[src/rtl/aperture_bank.sv]
// Memory-aperture unit: NUM_AP programmable descriptors, combinational page claim,
// and a two-stage translation pipeline to SDRAM byte addresses (linear or clipped 2-D).

module aperture_desc #(
    parameter int ADDR_W = 24
) (
    input  logic              clk,
    input  logic              rst,
    input  logic              we,
    input  logic [3:0]        off,
    input  logic [7:0]        wdata,
    output logic [7:0]        rdata,
    output logic [ADDR_W-1:0] base,
    output logic [7:0]        lo,
    output logic [7:0]        hi,
    output logic [7:0]        stride,
    output logic [15:0]       x,
    output logic [15:0]       y,
    output logic [15:0]       w,
    output logic [15:0]       h,
    output logic              en,
    output logic              mode
);
    // 32-bit view of base: bits at or above ADDR_W are dropped on write and read as 0.
    logic [31:0] base32;
    assign base32 = 32'(base);

    always_ff @(posedge clk) begin
        if (rst) begin
            base   <= '0;
            lo     <= '0;
            hi     <= '0;
            stride <= '0;
            x      <= '0;
            y      <= '0;
            w      <= '0;
            h      <= '0;
            en     <= 1'b0;
            mode   <= 1'b0;
        end else if (we) begin
            case (off)
                4'h0: base <= ADDR_W'({wdata, base32[23:0]});
                4'h1: base <= ADDR_W'({base32[31:24], wdata, base32[15:0]});
                4'h2: base <= ADDR_W'({base32[31:16], wdata, base32[7:0]});
                4'h3: base <= ADDR_W'({base32[31:8], wdata});
                4'h4: lo <= wdata;
                4'h5: hi <= wdata;
                4'h6: stride <= wdata;
                4'h7: x[7:0] <= wdata;
                4'h8: x[15:8] <= wdata;
                4'h9: y[7:0] <= wdata;
                4'hA: y[15:8] <= wdata;
                4'hB: w[7:0] <= wdata;
                4'hC: w[15:8] <= wdata;
                4'hD: h[7:0] <= wdata;
                4'hE: h[15:8] <= wdata;
                default: begin
                    en   <= wdata[0];
                    mode <= wdata[1];
                end
            endcase
        end
    end

    always_comb begin
        rdata = 8'h00;
        case (off)
            4'h0: rdata = base32[31:24];
            4'h1: rdata = base32[23:16];
            4'h2: rdata = base32[15:8];
            4'h3: rdata = base32[7:0];
            4'h4: rdata = lo;
            4'h5: rdata = hi;
            4'h6: rdata = stride;
            4'h7: rdata = x[7:0];
            4'h8: rdata = x[15:8];
            4'h9: rdata = y[7:0];
            4'hA: rdata = y[15:8];
            4'hB: rdata = w[7:0];
            4'hC: rdata = w[15:8];
            4'hD: rdata = h[7:0];
            4'hE: rdata = h[15:8];
            default: rdata = {6'b0, mode, en};
        endcase
    end
endmodule

module aperture_bank #(
    parameter int          NUM_AP   = 4,
    parameter int          ADDR_W   = 24,
    parameter logic [7:0]  CFG_PAGE = 8'hD6,
    localparam int         IW       = (NUM_AP > 1) ? $clog2(NUM_AP) : 1
) (
    input  logic              clk,
    input  logic              a8_rst,
    input  logic              a8_rw_n,
    input  logic [7:0]        a8_data,
    input  logic [15:0]       addr,
    input  logic              aValid,
    input  logic              wValid,
    output logic              hit,
    output logic [IW-1:0]     hitIndex,
    output logic [7:0]        cfgData,
    output logic              cfgValid,
    output logic              xlValid,
    output logic [ADDR_W-1:0] xlAddr,
    output logic [IW-1:0]     xlIndex,
    output logic              xlClip
);
    localparam int STAGES = 2;

    typedef struct packed {
        logic [IW-1:0]     idx;
        logic [15:0]       off;
        logic [ADDR_W-1:0] base;
        logic [7:0]        stride;
        logic [15:0]       x;
        logic [15:0]       y;
        logic [15:0]       w;
        logic [15:0]       h;
        logic              mode;
    } s1_t;

    logic [7:0] page;
    logic [3:0] sel;
    logic       cfg_match, wr_en, rd_en;
    assign page      = addr[15:8];
    assign sel       = addr[7:4];
    assign cfg_match = (page == CFG_PAGE) && ({1'b0, sel} < 5'(NUM_AP));
    assign wr_en     = !a8_rw_n && wValid && cfg_match;
    assign rd_en     = a8_rw_n && aValid && cfg_match;

    logic [NUM_AP-1:0]             we_a, en_a, mode_a, claim;
    logic [NUM_AP-1:0][ADDR_W-1:0] base_a;
    logic [NUM_AP-1:0][7:0]        lo_a, hi_a, stride_a, rdata_a;
    logic [NUM_AP-1:0][15:0]       x_a, y_a, w_a, h_a;

    generate
        for (genvar i = 0; i < NUM_AP; i++) begin : g_ap
            aperture_desc #(.ADDR_W(ADDR_W)) u_desc (
                .clk(clk), .rst(a8_rst), .we(we_a[i]), .off(addr[3:0]), .wdata(a8_data),
                .rdata(rdata_a[i]), .base(base_a[i]), .lo(lo_a[i]), .hi(hi_a[i]),
                .stride(stride_a[i]), .x(x_a[i]), .y(y_a[i]), .w(w_a[i]), .h(h_a[i]),
                .en(en_a[i]), .mode(mode_a[i])
            );
        end
    endgenerate

    logic [IW-1:0] win;
    logic [7:0]    rsel, lo_sel;
    s1_t           s_nxt, s1;

    always_comb begin
        we_a   = '0;
        claim  = '0;
        win    = '0;
        rsel   = 8'h00;
        lo_sel = 8'h00;
        s_nxt  = '0;
        for (int i = 0; i < NUM_AP; i++) begin
            we_a[i]  = wr_en && (sel == 4'(i));
            claim[i] = en_a[i] && (lo_a[i] <= page) && (page <= hi_a[i]) && (page != CFG_PAGE);
        end
        // Scan downward so the lowest claiming index is the one left standing.
        for (int i = NUM_AP - 1; i >= 0; i--)
            if (claim[i]) win = IW'(i);
        for (int i = 0; i < NUM_AP; i++) begin
            if (sel == 4'(i)) rsel = rdata_a[i];
            if (win == IW'(i)) begin
                lo_sel       = lo_a[i];
                s_nxt.base   = base_a[i];
                s_nxt.stride = stride_a[i];
                s_nxt.x      = x_a[i];
                s_nxt.y      = y_a[i];
                s_nxt.w      = w_a[i];
                s_nxt.h      = h_a[i];
                s_nxt.mode   = mode_a[i];
            end
        end
        s_nxt.idx = win;
        s_nxt.off = addr - {lo_sel, 8'h00};
    end

    assign hit      = aValid && (|claim);
    assign hitIndex = hit ? win : '0;

    // Stage-2 arithmetic works only from the stage-1 snapshot, never the live descriptors.
    logic [7:0]        row, col;
    logic [16:0]       yr, xc;
    logic [24:0]       prod;
    logic [33:0]       sum_lin, sum_2d;
    logic [ADDR_W-1:0] xl_addr_c;
    logic              xl_clip_c;

    always_comb begin
        row       = s1.off[15:8];
        col       = s1.off[7:0];
        yr        = {1'b0, s1.y} + {9'b0, row};
        xc        = {1'b0, s1.x} + {9'b0, col};
        prod      = {8'b0, yr} * {17'b0, s1.stride};
        sum_lin   = 34'(s1.base) + {18'b0, s1.off};
        sum_2d    = 34'(s1.base) + {1'b0, prod, 8'h00} + {17'b0, xc};
        xl_addr_c = s1.mode ? sum_2d[ADDR_W-1:0] : sum_lin[ADDR_W-1:0];
        xl_clip_c = s1.mode && (({8'b0, col} >= s1.w) || ({8'b0, row} >= s1.h));
    end

    logic [STAGES:1] vld_pipe;
    assign xlValid = vld_pipe[STAGES];

    always_ff @(posedge clk) begin
        if (a8_rst) begin
            vld_pipe <= '0;
            s1       <= '0;
            cfgData  <= 8'hFF;
            cfgValid <= 1'b0;
            xlAddr   <= '0;
            xlIndex  <= '0;
            xlClip   <= 1'b0;
        end else begin
            vld_pipe <= {vld_pipe[STAGES-1:1], hit};
            cfgValid <= rd_en;
            if (rd_en) cfgData <= rsel;
            if (hit) s1 <= s_nxt;
            if (vld_pipe[1]) begin
                xlAddr  <= xl_addr_c;
                xlIndex <= s1.idx;
                xlClip  <= xl_clip_c;
            end
        end
    end
endmodule

[config.mk]
export PLATFORM = sky130hd
export DESIGN_NAME = aperture_bank
export DESIGN_NICKNAME = d
export VERILOG_FILES = /design/src/rtl/aperture_bank.sv
export SDC_FILE = /design/constraint.sdc
export NUM_CORES = 2
export LEC_CHECK = 0
export ABC_CLOCK_PERIOD_IN_PS = 12400
export BUFFER_PORTS_ARGS = -buffer_cell sky130_fd_sc_hd__buf_2
export CAP_MARGIN = 15
export CELL_PAD_IN_SITES_DETAIL_PLACEMENT = 1
export CELL_PAD_IN_SITES_GLOBAL_PLACEMENT = 2
export CORE_UTILIZATION = 40
export DETAILED_ROUTE_END_ITERATION = 7
export GPL_TIMING_DRIVEN = 0
export PLACE_DENSITY_LB_ADDON = 0.1
export SLEW_MARGIN = 20
export SYNTH_ARGS = -nofsm -noshare
export SYNTH_HDL_FRONTEND = slang
export SYNTH_SLANG_ARGS = --single-unit
export TNS_END_PERCENT = 50
[constraint.sdc]
create_clock -name clk -period 12.4 [get_ports clk]
set_input_delay 3.1 -clock clk [delete_from_list [all_inputs] [get_ports clk]]
set_output_delay 3.1 -clock clk [all_outputs]
set_load 0.02 [all_outputs]
==> summary.txt <==
Status
  • Status: finished, violations left
  • Failing checks: design-rule violations

Global route
  • Vias in the first global route: about 36000
  • Largest net degree at the start of global routing: 14
  • Busiest metal layer after global routing: met2
  • GRT Total Usage: between 40% and 50%
  • First-pass GRT wire length: around 300 mm
  • Antenna violations before repair: 22
  • Met1 GRT Util: 56.4%
  • Met2 GRT Util: 70.7%
  • Total gr overflow: 0
  • Met3 Use GR: between 10% and 20%

STA
  • Fin worst setup slack: around 1.7 ns
  • Post-route setup TNS: 0 ns
  • Final Max Tran Viols: 0
  • Hold Fails Final Rpt: 0
  • RSZ-0062 raised after global routing: no
  • Highest Clock Rate: between 90 and 100 MHz
  • Worst-Margin Slew: 1.30 ns
  • Period utilization: between 80% and 90%
  • Max-slew headroom: 13.5%
  • Minimum clock period: between 10 and 15 ns
  • Clk_skew: 0.0335 ns
  • Final setup fails: 0

Power
  • Switching Share: 26.3%
  • Seq pwr share: between 40 and 50%
  • Clk pwr share: 50.3%
  • Sw Pwr: 1.16 mW
  • Pleak: ~13 nW
  • Internal: around 3.3 mW
  • PD cells: ~110 nW/um2
  • Tot Pwr: ~4.4 mW
  • Peak VDD IR: 0.000115 V
  • Combinational power share: around 5.4%

Yosys
  • Register area share after synthesis: 35.0%
  • Synthesis warning total: 0
  • Synth Register Bits: roughly 610
  • Fraction of registers with async set/reset: 0%
  • Post-synth top flop: dfxtp_1
  • Mapped Area: between 30000 and 40000 um2
  • Synth cell count leaders: nand2_1, dfxtp_1, a21oi_1
  • Largest cells by area after synthesis: dfxtp_1, nand2_1, mux2i_1, a21oi_1, ha_1
  • Largest area contributor in the synthesized netlist: dfxtp_1
  • Synth Area per Inst: roughly 8 um2
  • Mapped Cells: roughly 4300
  • Netlist cell types: 86
  • Top-count cell post-synth: nand2_1
  • EDFF count, synth: 0
  • Syn nets: about 4600
  • Synth top area share: around a third

Layout
  • Util after Layout: roughly 46%
  • Syn-to-layout area delta: 12.3%
  • Nets: 4718
  • Share of cells above drive strength 1: under 10%
  • Filler instances: between 10000 and 15000

Placed design
  • HPWL Detailed: 174 mm
  • # port buffers: 58
  • Pre-CTS WS: 1.99 ns
  • RePlAce Congestion: 1.15

Worst setup path
  • Crit path launch type: primary input
  • Worst Path Max Fanout: 10
  • Critical Path End Type: output pin
  • Reg2reg start: row[0]
  • Reg-to-reg endpoint: xlAddr[23]
  • WS Path Type: primary input to output pin
  • R2R setup slack: 3.51 ns
  • Req. time, crit path: 9.30 ns
  • R2R depth: 33
  • WP data arrival: about 7.7 ns
  • CP endpoint: hitIndex[1]
  • Worst setup path startpoint: addr[8]

Clocking
  • Root Buffer: clkbuf_16
  • Htree depth: 3
  • Total CTS buffers: 73
  • Hold-fix buffers at CTS: 0
  • Postcts setup bufs: 0
  • Post_cts resized: 0
  • Bufs on Longest Clock Path: 3
  • Clock-pin slew on the worst setup and hold paths: approximately 0.060 ns
  • CTS tree: yes
  • Clock Latency Late Sink: around 0.68 ns
  • Clk sinks: approximately 600

Floorplan
  • Core area: roughly 86000 um2
  • Die Ht: roughly 300 um
  • Row count: 107
  • Io pins: 69
  • Die Wd: 297 um
  • Die area: ~88000 um2
  • Initial Utilization: between 40% and 50%

Job
  • Max cap viols: 0

Worst hold path
  • HP Class: flip-flop to flip-flop

Detailed routing
  • WL/cell: roughly 39 um
  • Remaining routing DRC violations: 3
  • Drt pass-1 iters: 8
  • Antenna Nets Post-Route: 0
  • Vias: 36989
  • Vias/cell: between 6 and 7
  • Starting DRT DRC Count: 4838
  • Routed WL: 219 mm
[metrics by stage]
stage / std cells / cell area (um2) / hold slack [ns]
after floorplan: 4302 / 34800 / 0.432
after global placement: 5504 / 36600 / 0.450
after detailed placement: 5512 / 36700 / 0.450
after CTS: 5643 / 39100 / 0.456
after global routing: 5645 / 39100 / 0.473
final: 5654 / 39100 / 0.454
[worst max-delay path, cell delays in order]
cell and delay, ns:
buf_2 0.20, inv_1 0.26, nand4_1 0.14, or4_1 0.10, clkbuf_1 0.68, o211a_1 0.41
a2bb2oi_1 0.15, nor3_1 0.58, clkbuf_1 0.74, buf_2 0.70, and2_1 0.34, buf_2 0.21
[cell type report]
class	instances	area (um2)	share of cell area, %
Antenna cell	9	22.5	0.0576
Buffer	253	1020	2.61
Clock buffer	107	2150	5.49
Clock inverter	24	235	0.601
Inverter	196	736	1.88
Multi-Input combinational cell	3244	21000	53.6
Sequential cell	609	12200	31.2
Tap cell	1144	1430	3.66
Timing Repair Buffer	68	374	0.956
[cells by family after synthesis]
group / synth area share [%]
adder cells (fa/ha/maj): 10.5
AO/OA/AOI/OAI: 20.4
XOR/XNOR: 1.96
buffers and inverters: 5.01
AND/OR/NAND/NOR: 18.1
multiplexers: 9.11
flip-flops: 35.0
[layer usage]
layer	vias up	share of wire, %	wire [um]
met5	-	0.10	227
met3	825	12	26200
met2	2482	41	89700
met4	18	10	22500
li1	15288	-	-
met1	18376	37	80700
[state kept, by name, summed over array words and instances (netlist names), 8 cells and up]
name / count
s1: 99
g_ap.u_desc.base: 96
g_ap.u_desc.h: 64
g_ap.u_desc.w: 64
g_ap.u_desc.x: 64
g_ap.u_desc.y: 64
g_ap.u_desc.hi: 32
g_ap.u_desc.lo: 32
g_ap.u_desc.stride: 32
xlAddr: 24
cfgData: 8
col: 8
row: 8
[how the worst min path moves through the flow]
stage / startpoint / end / slack (ns) / cells after the start
final: g_ap[1].u_desc.hi[3] / g_ap[1].u_desc.hi[3] / 0.45 / 2
after global routing: g_ap[1].u_desc.hi[3] / g_ap[1].u_desc.hi[3] / 0.47 / 2
after CTS: g_ap[1].u_desc.hi[3] / g_ap[1].u_desc.hi[3] / 0.46 / 2
after detailed placement: g_ap[1].u_desc.hi[3] / g_ap[1].u_desc.hi[3] / 0.45 / 2
after global placement: g_ap[1].u_desc.hi[3] / g_ap[1].u_desc.hi[3] / 0.45 / 2
after floorplan: g_ap[1].u_desc.hi[3] / g_ap[1].u_desc.hi[3] / 0.43 / 2
[power by group through the flow]
| stage | registers [mW] | logic (mW) | clock network, mW |
|---|---|---|---|
| finish | 1.96 | 0.241 | 2.23 |
| CTS | 1.96 | 0.224 | 2.21 |
| detailed placement | 2.00 | 0.223 | 0 |
| global placement | 2.00 | 0.220 | 0 |
| floorplan | 2.00 | 0.0980 | 0 |
| global route | 1.96 | 0.237 | 2.28 |
[cell usage in the layout (no fill, tap or decap), types with 12 or more instances in the layout]
| cell | Yosys | layout |
|---|---|---|
| o21a_1 | 21 | 21 |
| clkbuf_1 | 195 | 204 |
| nand2_1 | 1077 | 1077 |
| fa_1 | 80 | 80 |
| buf_2 | 41 | 102 |
| a21oi_1 | 568 | 568 |
| and2_1 | 59 | 59 |
| a22o_1 | 117 | 117 |
| mux2i_1 | 308 | 308 |
| nor3_1 | 23 | 17 |
| clkbuf_8 | 0 | 13 |
| a31oi_1 | 16 | 16 |
| a21o_1 | 49 | 49 |
| a211oi_1 | 23 | 23 |
| nor2_1 | 148 | 142 |
| xnor2_1 | 46 | 46 |
| nor2b_1 | 35 | 35 |
| dfxtp_1 | 609 | 609 |
| clkbuf_16 | 0 | 76 |
| a22oi_1 | 128 | 128 |
| o22ai_1 | 12 | 12 |
| a222oi_1 | 29 | 29 |
| nand3_1 | 58 | 58 |
| nand4_1 | 32 | 32 |
| ha_1 | 164 | 164 |
| buf_1 | 15 | 13 |
| inv_1 | 194 | 194 |
| o21ai_0 | 45 | 45 |
| xor2_1 | 18 | 18 |
| nand2b_1 | 21 | 21 |
| a221oi_1 | 19 | 19 |
Note: power is estimated with default switching activity, not from simulation.
